### src/rtl/uart_pkg.sv
// Shared UART constants and the transmit shift-register FSM state encoding.
`timescale 1ns/1ps
package uart_pkg;

    localparam int DATA_WIDTH_DEF      = 8;
    localparam int CHARACTER_COUNT_DEF = 10;

    typedef enum logic [2:0] {
        IDLE = 3'd0,
        LOAD = 3'd1,
        SEND = 3'd2,
        GAP  = 3'd3,
        FIN  = 3'd4
    } tx_sr_state_t;

endpackage

### src/rtl/uart_sr_output_if.sv
// Character stream from the buffer sequencer into the uart transmitter.
`timescale 1ns/1ps
interface uart_sr_output_if #(
    parameter int DATA_WIDTH = 8
);
    // A character moves when tx_valid & tx_ready are high in the same cycle;
    // once raised, tx_valid and tx_data stay stable until that transfer.
    logic [DATA_WIDTH-1:0] tx_data;
    logic                  tx_valid;
    logic                  tx_ready;

    modport master (output tx_data, output tx_valid, input tx_ready);
    modport slave  (input tx_data, input tx_valid, output tx_ready);
endinterface

### src/rtl/uart_sr_output.sv
// Snapshots a character buffer on start and streams it, highest character
// first, into the uart transmitter handshake.
`timescale 1ns/1ps
module uart_sr_output
    import uart_pkg::*;
#(
    parameter int DATA_WIDTH      = DATA_WIDTH_DEF,
    parameter int CHARACTER_COUNT = CHARACTER_COUNT_DEF,
    parameter bit SKIP_ZERO       = 1'b0,
    localparam int IDX_W = (CHARACTER_COUNT > 1) ? $clog2(CHARACTER_COUNT) : 1
) (
    input  logic                                  clk,
    input  logic                                  reset_n,
    input  logic                                  ena,
    input  logic [DATA_WIDTH*CHARACTER_COUNT-1:0] sr_data,
    input  logic                                  start,
    output logic                                  busy,
    output logic                                  done,
    output logic [IDX_W-1:0]                      char_index,
    uart_sr_output_if.master                      tx,
    output tx_sr_state_t                          dbg_state
);

    localparam int              SNAP_W   = DATA_WIDTH * CHARACTER_COUNT;
    localparam logic [IDX_W-1:0] LAST_IDX = IDX_W'(CHARACTER_COUNT - 1);

    tx_sr_state_t          state_q, state_d;
    logic [SNAP_W-1:0]     snap_q, snap_d;
    logic [IDX_W-1:0]      idx_q, idx_d;
    logic [DATA_WIDTH-1:0] data_q, data_d;
    logic                  valid_q, valid_d;

    logic [DATA_WIDTH-1:0] cur_char;
    logic                  char_skip;
    logic                  xfer;

    assign cur_char  = snap_q[DATA_WIDTH*int'(idx_q) +: DATA_WIDTH];
    assign char_skip = SKIP_ZERO && (cur_char == '0);
    assign xfer      = valid_q && tx.tx_ready;

    always_comb begin
        state_d = state_q;
        snap_d  = snap_q;
        idx_d   = idx_q;
        data_d  = data_q;
        valid_d = valid_q;
        // With ena low every register simply holds.
        if (ena) begin
            case (state_q)
                IDLE: begin
                    if (start) begin
                        snap_d  = sr_data;
                        idx_d   = LAST_IDX;
                        state_d = LOAD;
                    end
                end
                LOAD: begin
                    if (char_skip) begin
                        if (idx_q == '0) state_d = FIN;
                        else             idx_d   = idx_q - IDX_W'(1);
                    end else begin
                        data_d  = cur_char;
                        valid_d = 1'b1;
                        state_d = SEND;
                    end
                end
                SEND: begin
                    if (xfer) begin
                        valid_d = 1'b0;
                        if (idx_q == '0) begin
                            state_d = FIN;
                        end else begin
                            idx_d   = idx_q - IDX_W'(1);
                            state_d = GAP;
                        end
                    end
                end
                // One dead cycle so the transmitter can drop tx_ready.
                GAP:     state_d = LOAD;
                FIN:     state_d = IDLE;
                default: state_d = IDLE;
            endcase
        end
    end

    always_ff @(posedge clk or negedge reset_n) begin
        if (!reset_n) begin
            state_q <= IDLE;
            snap_q  <= '0;
            idx_q   <= '0;
            data_q  <= '0;
            valid_q <= 1'b0;
        end else begin
            state_q <= state_d;
            snap_q  <= snap_d;
            idx_q   <= idx_d;
            data_q  <= data_d;
            valid_q <= valid_d;
        end
    end

    assign busy        = (state_q != IDLE) && (state_q != FIN);
    assign done        = (state_q == FIN);
    assign char_index  = idx_q;
    assign tx.tx_data  = data_q;
    assign tx.tx_valid = valid_q;
    assign dbg_state   = state_q;

endmodule

### src/flat_wrapper.sv
// flat-port wrapper written by rule: the top's interface ports become plain ports
module uart_sr_output_flat import uart_pkg::*;
#(
    parameter int DATA_WIDTH      = DATA_WIDTH_DEF,
    parameter int CHARACTER_COUNT = CHARACTER_COUNT_DEF,
    parameter bit SKIP_ZERO       = 1'b0,
    localparam int IDX_W = (CHARACTER_COUNT > 1) ? $clog2(CHARACTER_COUNT) : 1
)
  (clk, reset_n, ena, sr_data, start, busy, done, char_index, dbg_state, tx_tx_data, tx_tx_valid, tx_tx_ready);
  uart_sr_output_if #(.DATA_WIDTH(DATA_WIDTH)) tx_i ();
  input  logic clk;
  input  logic reset_n;
  input  logic ena;
  input  logic [DATA_WIDTH*CHARACTER_COUNT-1:0] sr_data;
  input  logic start;
  output logic busy;
  output logic done;
  output logic [IDX_W-1:0] char_index;
  output tx_sr_state_t dbg_state;
  output wire logic [$bits(tx_i.tx_data)-1:0] tx_tx_data;
  output wire logic [$bits(tx_i.tx_valid)-1:0] tx_tx_valid;
  input wire logic [$bits(tx_i.tx_ready)-1:0] tx_tx_ready;
  assign tx_tx_data = tx_i.tx_data;
  assign tx_tx_valid = tx_i.tx_valid;
  assign tx_i.tx_ready = tx_tx_ready;
  uart_sr_output #(.DATA_WIDTH(DATA_WIDTH), .CHARACTER_COUNT(CHARACTER_COUNT), .SKIP_ZERO(SKIP_ZERO)) u_core (.clk(clk), .reset_n(reset_n), .ena(ena), .sr_data(sr_data), .start(start), .busy(busy), .done(done), .char_index(char_index), .tx(tx_i), .dbg_state(dbg_state));
endmodule
### config.mk
export PLATFORM = sky130hd
export DESIGN_NAME = uart_sr_output_flat
export DESIGN_NICKNAME = d
export VERILOG_FILES = /design/src/rtl/uart_pkg.sv /design/src/rtl/uart_sr_output_if.sv /design/src/rtl/uart_sr_output.sv /design/src/flat_wrapper.sv
export SDC_FILE = /design/constraint.sdc
export NUM_CORES = 1
export LEC_CHECK = 0
export ABC_AREA = 1
export CORE_MARGIN = 8
export CORE_UTILIZATION = 46
export CTS_BUF_LIST = sky130_fd_sc_hd__clkbuf_4 sky130_fd_sc_hd__clkbuf_8 sky130_fd_sc_hd__clkbuf_16
export DETAILED_ROUTE_END_ITERATION = 16
export PLACE_DENSITY = 0.76
export SYNTH_ARGS = -nofsm -noshare
export SYNTH_HDL_FRONTEND = slang
export SYNTH_SLANG_ARGS = --single-unit
### constraint.sdc
create_clock -name clk -period 1.6 [get_ports clk]
set_input_delay 0.16 -clock clk [delete_from_list [all_inputs] [get_ports clk]]
set_output_delay 0.16 -clock clk [all_outputs]
set_load 0.005 [all_outputs]
==> metrics.yaml, run 1 <==
timing:
  setup-violations-final: 0
  hold_violations: 0
  layout_setup_ws_ns: 0.0738
  min_period_over_period: 0.954
  finalClockSkew_ns: 0.00672
  worst_pin_slew_ns: 0.554
  max_freq_ghz: 0.655
  min_period_ns: 1.53
  tns_ns: 0
  slew_violations: 0
  slew_headroom: 0.631
pwr:
  p_leak_nw: 3.09
  ir_worst_vdd_uv: 1090
  pwr-share-comb: 0.501
  clkPwrFrac: 0.146
  power_switching_share: 0.385
  power_mw: 11.6
  power_switching_mw: 4.48
  p_per_area_mw_per_mm2: 1800
  p_seq_frac: 0.353
  p_int_mw: 7.16
finish:
  seq_area_sq_mm: 0.00241
  final_nets: 780
  layout_common_cells: "155 x nand2_1, 93 x clkdlybuf4s50_1, 92 x dfrtp_1, 76 x inv_1, 63 x o21ai_0"
  fin_area_sq_mm: 0.00647
  area_growth_pct: 36.2
  fill_cells: 862
  finalNonFillerCells: 834
  drive_gt1_frac: 0.152
  diodes: 0
  layout_commonest_cell: "nand2_1"
  multi_input_area_sq_mm: 0.00188
detailed_routing:
  drtIter0Drc: 304
  vias: 4209
  route.detailed.drc: 0
  antenna_left: 0
  drt-total-wl_um: 13000
  vias_per_cell: 5.05
  firstDrtPassIters: 5
  wire_per_inst_um: 15.6
setup_path:
  rrSetupSlack_ns: 0.07
  cp.arrival_ns: 1.76
  r2r_start: "u_core.dbg_state[0]"
  worst-path-stages: 9
  crit_end: "u_core.dbg_state[0]"
  cp_max_fo: 8
  path_delay_family: "flip-flops"
  path_buf_inv: 3
  crit_required_ns: 1.84
  cp_cell_sequence: "buf_6 > inv_2 > nand2_4 > nor2_4 > nand2_2 > o211ai_4 > inv_2 > nand2_1 > o21ai_0"
  critPathLaunch: "u_core.dbg_state[0]"
  crit_slowest_cell: "dfrtp_2"
  slowest_delay_ns: 0.44
  startpoint_type: "flip-flop"
  worst_setup_path_end_kind: "flip-flop"
  critPathKind: "reg2reg"
  r2r_cells: 9
  r2r_end: "u_core.dbg_state[0]"
  crit_top_cell: "inv_2"
placed_design:
  port_buffers: 102
  dpl.hpwl_um: 9140
  dp.cells: 804
  globalplace.congestion: 0.837
  pre_cts_slack_ns: -0.0137
  placed_area_sq_mm: 0.00597
global_route:
  antenna_found_initial: 0
  grt_util_met2: 0.306
  first_global_vias: 4439
  grt_pass1_wl_um: 21400
  grtUsageMet1: 0.243
  grt_max_degree: 69
  met3_usage: 0.0470
  overflow: 0
  track_usage: 0.189
  gr-max-usage-layer: "met2"
floorplan:
  pin_count: 103
  core_area_sq_mm: 0.0102
  die_w_um: 118
  dieArea_sq_mm: 0.0138
  std_cell_rows: 37
  start_util: 0.466
  die_h_um: 118
clocking:
  cts.sinks: 96
  cts_root_buffer: "clkbuf_8"
  clk_path_buf_depth: 2
  path_clk_slew_ns: 0.09
  cts_buffers: 9
  cts_max_level: 3
  cts_tree: "yes"
  clk_latency_ns: 0.35
synth:
  netlist_instances: 573
  ys_types: 27
  syn-cell-area_sq_mm: 0.00475
  synth_nets: 659
  yosysSeqAreaShare: 0.506
  ys_warn_count: 0
  avgSynthCellArea_sq_um: 8.29
  synth.ff_latch_count: 96
outcome:
  status: "finished clean"
hold_path:
  hold_path.class: "in2async"
job:
  drv_cap: 0
## per-layer routing
layer,up-vias,part of all wire
met4,0,0.014
met3,14,0.062
li1,2054,-
met5,-,0
met2,128,0.48
met1,2013,0.44
## worst min path at each step
| stage | startpoint | end | slack [ns] | cells after the start |
|---|---|---|---|---|
| after floorplan | reset_n | u_core.char_index[0] | -0.14 | 0 |
| after global placement | reset_n | u_core.snap_q[60] | 0.17 | 1 |
| after detailed placement | reset_n | u_core.snap_q[60] | 0.18 | 1 |
| after CTS | reset_n | u_core.snap_q[60] | 0.34 | 2 |
| after global routing | sr_data[49] | u_core.snap_q[49] | 0.36 | 3 |
| final | reset_n | u_core.snap_q[60] | 0.32 | 2 |
## Yosys cell counts, drive strengths merged
library cell,n,area share
a31oi,8,0.011
a21boi,1,0.0024
clkbuf,11,0.0087
nand4,1,0.0026
nand3,60,0.063
inv,81,0.064
mux2,9,0.028
o211ai,1,0.0045
a21oi,8,0.0084
clkinv,2,0.0016
nand2,169,0.14
nor3,1,0.0011
nor2,16,0.018
buf,19,0.035
dfrtp,96,0.51
o21ai,89,0.10
ha,1,0.0026
## layout make-up
class / count / share of cell area
multi-input cells: 364 / 0.291
repair buffers: 140 / 0.229
clock buffers: 11 / 0.0215
inverters: 83 / 0.0489
well taps: 136 / 0.0263
flip-flops and latches: 96 / 0.372
clock inverters: 4 / 0.0108
## power by group through the flow
stage | Sequential (mW) | Combinational (mW) | Clock, mW
6_report | 4.11 | 5.83 | 1.70
5_1_grt | 4.22 | 6.54 | 1.83
4_1_cts | 4.11 | 5.56 | 1.73
3_5_place_dp | 4.16 | 5.14 | 0
3_3_place_gp | 4.11 | 5.00 | 0
2_1_floorplan | 4.02 | 3.47 | 0
## kinds of logic after synthesis
group,synth area share
adder cells (fa/ha/maj),0.00263
multiplexers,0.0285
buffers and inverters,0.110
AND/OR/NAND/NOR,0.227
AO/OA/AOI/OAI,0.127
flip-flops,0.506
## worst reg2reg max path: stages, from the launching register on
cell and delay [ns]:
dfrtp_2 0.44, buf_6 0.14, inv_2 0.07, nand2_4 0.07, nor2_4 0.19, nand2_2 0.11
o211ai_4 0.16, inv_2 0.10, nand2_1 0.07, o21ai_0 0.08
## state kept, by name, indices dropped and copies added, names as in the netlist
register / cells
u_core.tx.tx_valid: 1
u_core.dbg_state: 3
u_core.snap_q: 80
u_core.tx.tx_data: 8
u_core.char_index: 4
## metrics by stage
stage	hold slack, ns	util
3_3_place_gp	0.170	0.586
2_1_floorplan	-0.136	-
6_report	0.316	0.635
3_5_place_dp	0.178	0.586
4_1_cts	0.340	0.622
5_1_grt	0.359	0.635
## what timing repair did
| item | CTS | global route |
|---|---|---|
| setup endpoints to repair | 6 | 16 |
| gates cloned | 2 | 1 |
| endpoints found under the hold margin | 36 | 0 |
| hold buffers | 1 | 0 |
| setup buffers | 8 | 3 |
| resized for setup | 9 | 24 |
| pin swaps | 1 | 8 |
Power figures use the tool's default switching activity.
==> inputs of run 2 (changes only) <==
SLEW_MARGIN = 20   (was default)
==> results of run 2 <==
The final DEF is identical to that of run 1; final timing and power are the same.
==> inputs of run 3 (changes only) <==
RECOVER_POWER = 100   (was default)
==> metrics.yaml, run 3 (same netlist as run 1, synthesis figures left out) <==
outcome:
  status: "finished clean"
timing:
  max_freq_ghz: 0.657  # +0.25%
  worst_pin_slew_ns: 1.05  # +0.495 ns
  slew_violations: 0  # unchanged
  finalClockSkew_ns: 0.00594  # -0.000782 ns
  min_period_ns: 1.52  # -0.00384 ns
  min_period_over_period: 0.951  # -0.00240
  hold_violations: 0  # unchanged
  slew_headroom: 0.301  # -0.330
  layout_setup_ws_ns: 0.0777  # +0.00384 ns
  setup-violations-final: 0  # unchanged
  whs_ns: 0.360  # +0.0441 ns
floorplan:
  core_area_sq_mm: 0.0102  # unchanged
  die_h_um: 118  # unchanged
  die_w_um: 118  # unchanged
  pin_count: 103  # unchanged
  dieArea_sq_mm: 0.0138  # unchanged
  start_util: 0.466  # unchanged
  std_cell_rows: 37  # unchanged
clocking:
  cts_buffers: 9  # unchanged
  path_clk_slew_ns: 0.08  # about the same
  clk_latency_ns: 0.35  # about the same
  cts_tree: "yes"
  clk_path_buf_depth: 2  # unchanged
  cts_root_buffer: "clkbuf_8"
  cts_max_level: 3  # unchanged
  cts.sinks: 96  # unchanged
global_route:
  overflow: 0  # unchanged
  track_usage: 0.189  # unchanged
  grt_pass1_wl_um: 21400  # unchanged
  first_global_vias: 4439  # unchanged
  antenna_found_initial: 0  # unchanged
  grt_max_degree: 69  # unchanged
setup_path:
  path_delay_family: "buffers and inverters"
  startpoint_type: "flip-flop"
  rrSetupSlack_ns: 0.09  # +0.02 ns
  critPathKind: "reg2out"
  crit_slowest_cell: "dlygate4sd3_1"
  cp_cell_sequence: "dlygate4sd3_1"
  cp.arrival_ns: 1.36  # -0.40 ns
  slowest_delay_ns: 0.61  # +0.17 ns
  path_buf_inv: 1  # -2
  cp_max_fo: 3  # -5
  crit_required_ns: 1.44  # -0.40 ns
  worst_setup_path_end_kind: "primary output"
finish:
  final_nets: 780  # unchanged
  final_core_util: 0.626  # -0.00884
  layout_commonest_cell: "nand2_1"
  largest_register: "u_core.snap_q"
  diodes: 0  # unchanged
  largest_register_ffs: 80  # unchanged
  drive_gt1_frac: 0.135  # -0.0172
  area_growth_pct: 34.3
  layout_common_cells: "163 x nand2_1, 92 x clkdlybuf4s50_1, 92 x dfrtp_1, 76 x inv_1, 70 x o21ai_0"
  finalNonFillerCells: 834  # unchanged
job:
  drv_cap: 0  # unchanged
detailed_routing:
  vias: 4229  # +0.48%
  route.detailed.drc: 0  # unchanged
  firstDrtPassIters: 5  # unchanged
  drtIter0Drc: 243  # -20%
  drt-total-wl_um: 13000  # -0.29%
  wire_per_inst_um: 15.5  # -0.29%
  antenna_left: 0  # unchanged
  vias_per_cell: 5.07  # +0.48%
placed_design:
  pre_cts_slack_ns: -0.0137  # unchanged
  dpl.hpwl_um: 9140  # unchanged
  port_buffers: 102  # unchanged
  dp.cells: 804  # unchanged
  globalplace.congestion: 0.837  # unchanged
pwr:
  ir_worst_vdd_uv: 1030  # -5.4%
  p_per_area_mw_per_mm2: 1800  # -0.12%
  power_mw: 11.5  # -1.5%
  p_leak_nw: 3.05  # -1.5%
hold_path:
  hold_path.class: "in2reg"
==> run 3: cell types whose count changed in the layout (fill, tap and decap cells not counted), sizes merged <==
cell,previous run,this run
buf,35,29
clkdlybuf4s50,93,92
bufbuf,2,1
dlygate4sd3,1,2
clkbuf,12,19
==> run 3: area by class of cell <==
cell class,instances,area [sq um]
Clock inverter,4,70.1
Multi-Input combinational cell,364,1860
Timing Repair Buffer,140,1420
Tap cell,136,170
Fill cell,881,3810
Clock buffer,11,139
Sequential cell,96,2410
Inverter,83,317
==> run 3: final timing paths <==
check	endpoint	start	cells after the start
min reg2reg	u_core.snap_q[75]	u_core.snap_q[75]	1
min in group asynchronous	u_core.snap_q[60]	reset_n	2
max	char_index[3]	u_core.char_index[3]	1
max in group asynchronous	u_core.dbg_state[1]	reset_n	3
max reg2reg	u_core.dbg_state[0]	u_core.dbg_state[0]	9
min	u_core.snap_q[66]	sr_data[66]	3
==> run 3: power by group <==
part           total [mW]  internal (mW)  switching [mW]
Combinational        5.66           2.51            3.15
Clock                1.69          0.903           0.787
Sequential           4.11           3.61           0.503
Total                11.5           7.02            4.44
==> run 3: metrics by stage <==
step | cell area (sq um) | TNS [ns]
floorplan | 4760 | 0
global placement | 5970 | 0
detailed placement | 5970 | -0.0137
CTS | 6330 | 0
global route | 6380 | -0.00483
finish | 6380 | 0
==> run 3: what timing repair did <==
action,4_1_cts,5_1_grt
setup buffers,8,3
hold buffers,1,0
pin swaps,1,8
gates cloned,2,1
endpoints found under the setup margin,6,16
resized for setup,9,24
hold endpoints to repair,36,0
==> run 3: routing by layer <==
layer	vias up	track usage	routed length, um
li1	2052	-	-
met1	2033	0.243	5670
met2	127	0.306	6250
met3	17	0.0470	817
met4	0	0.0608	217
met5	-	0	0
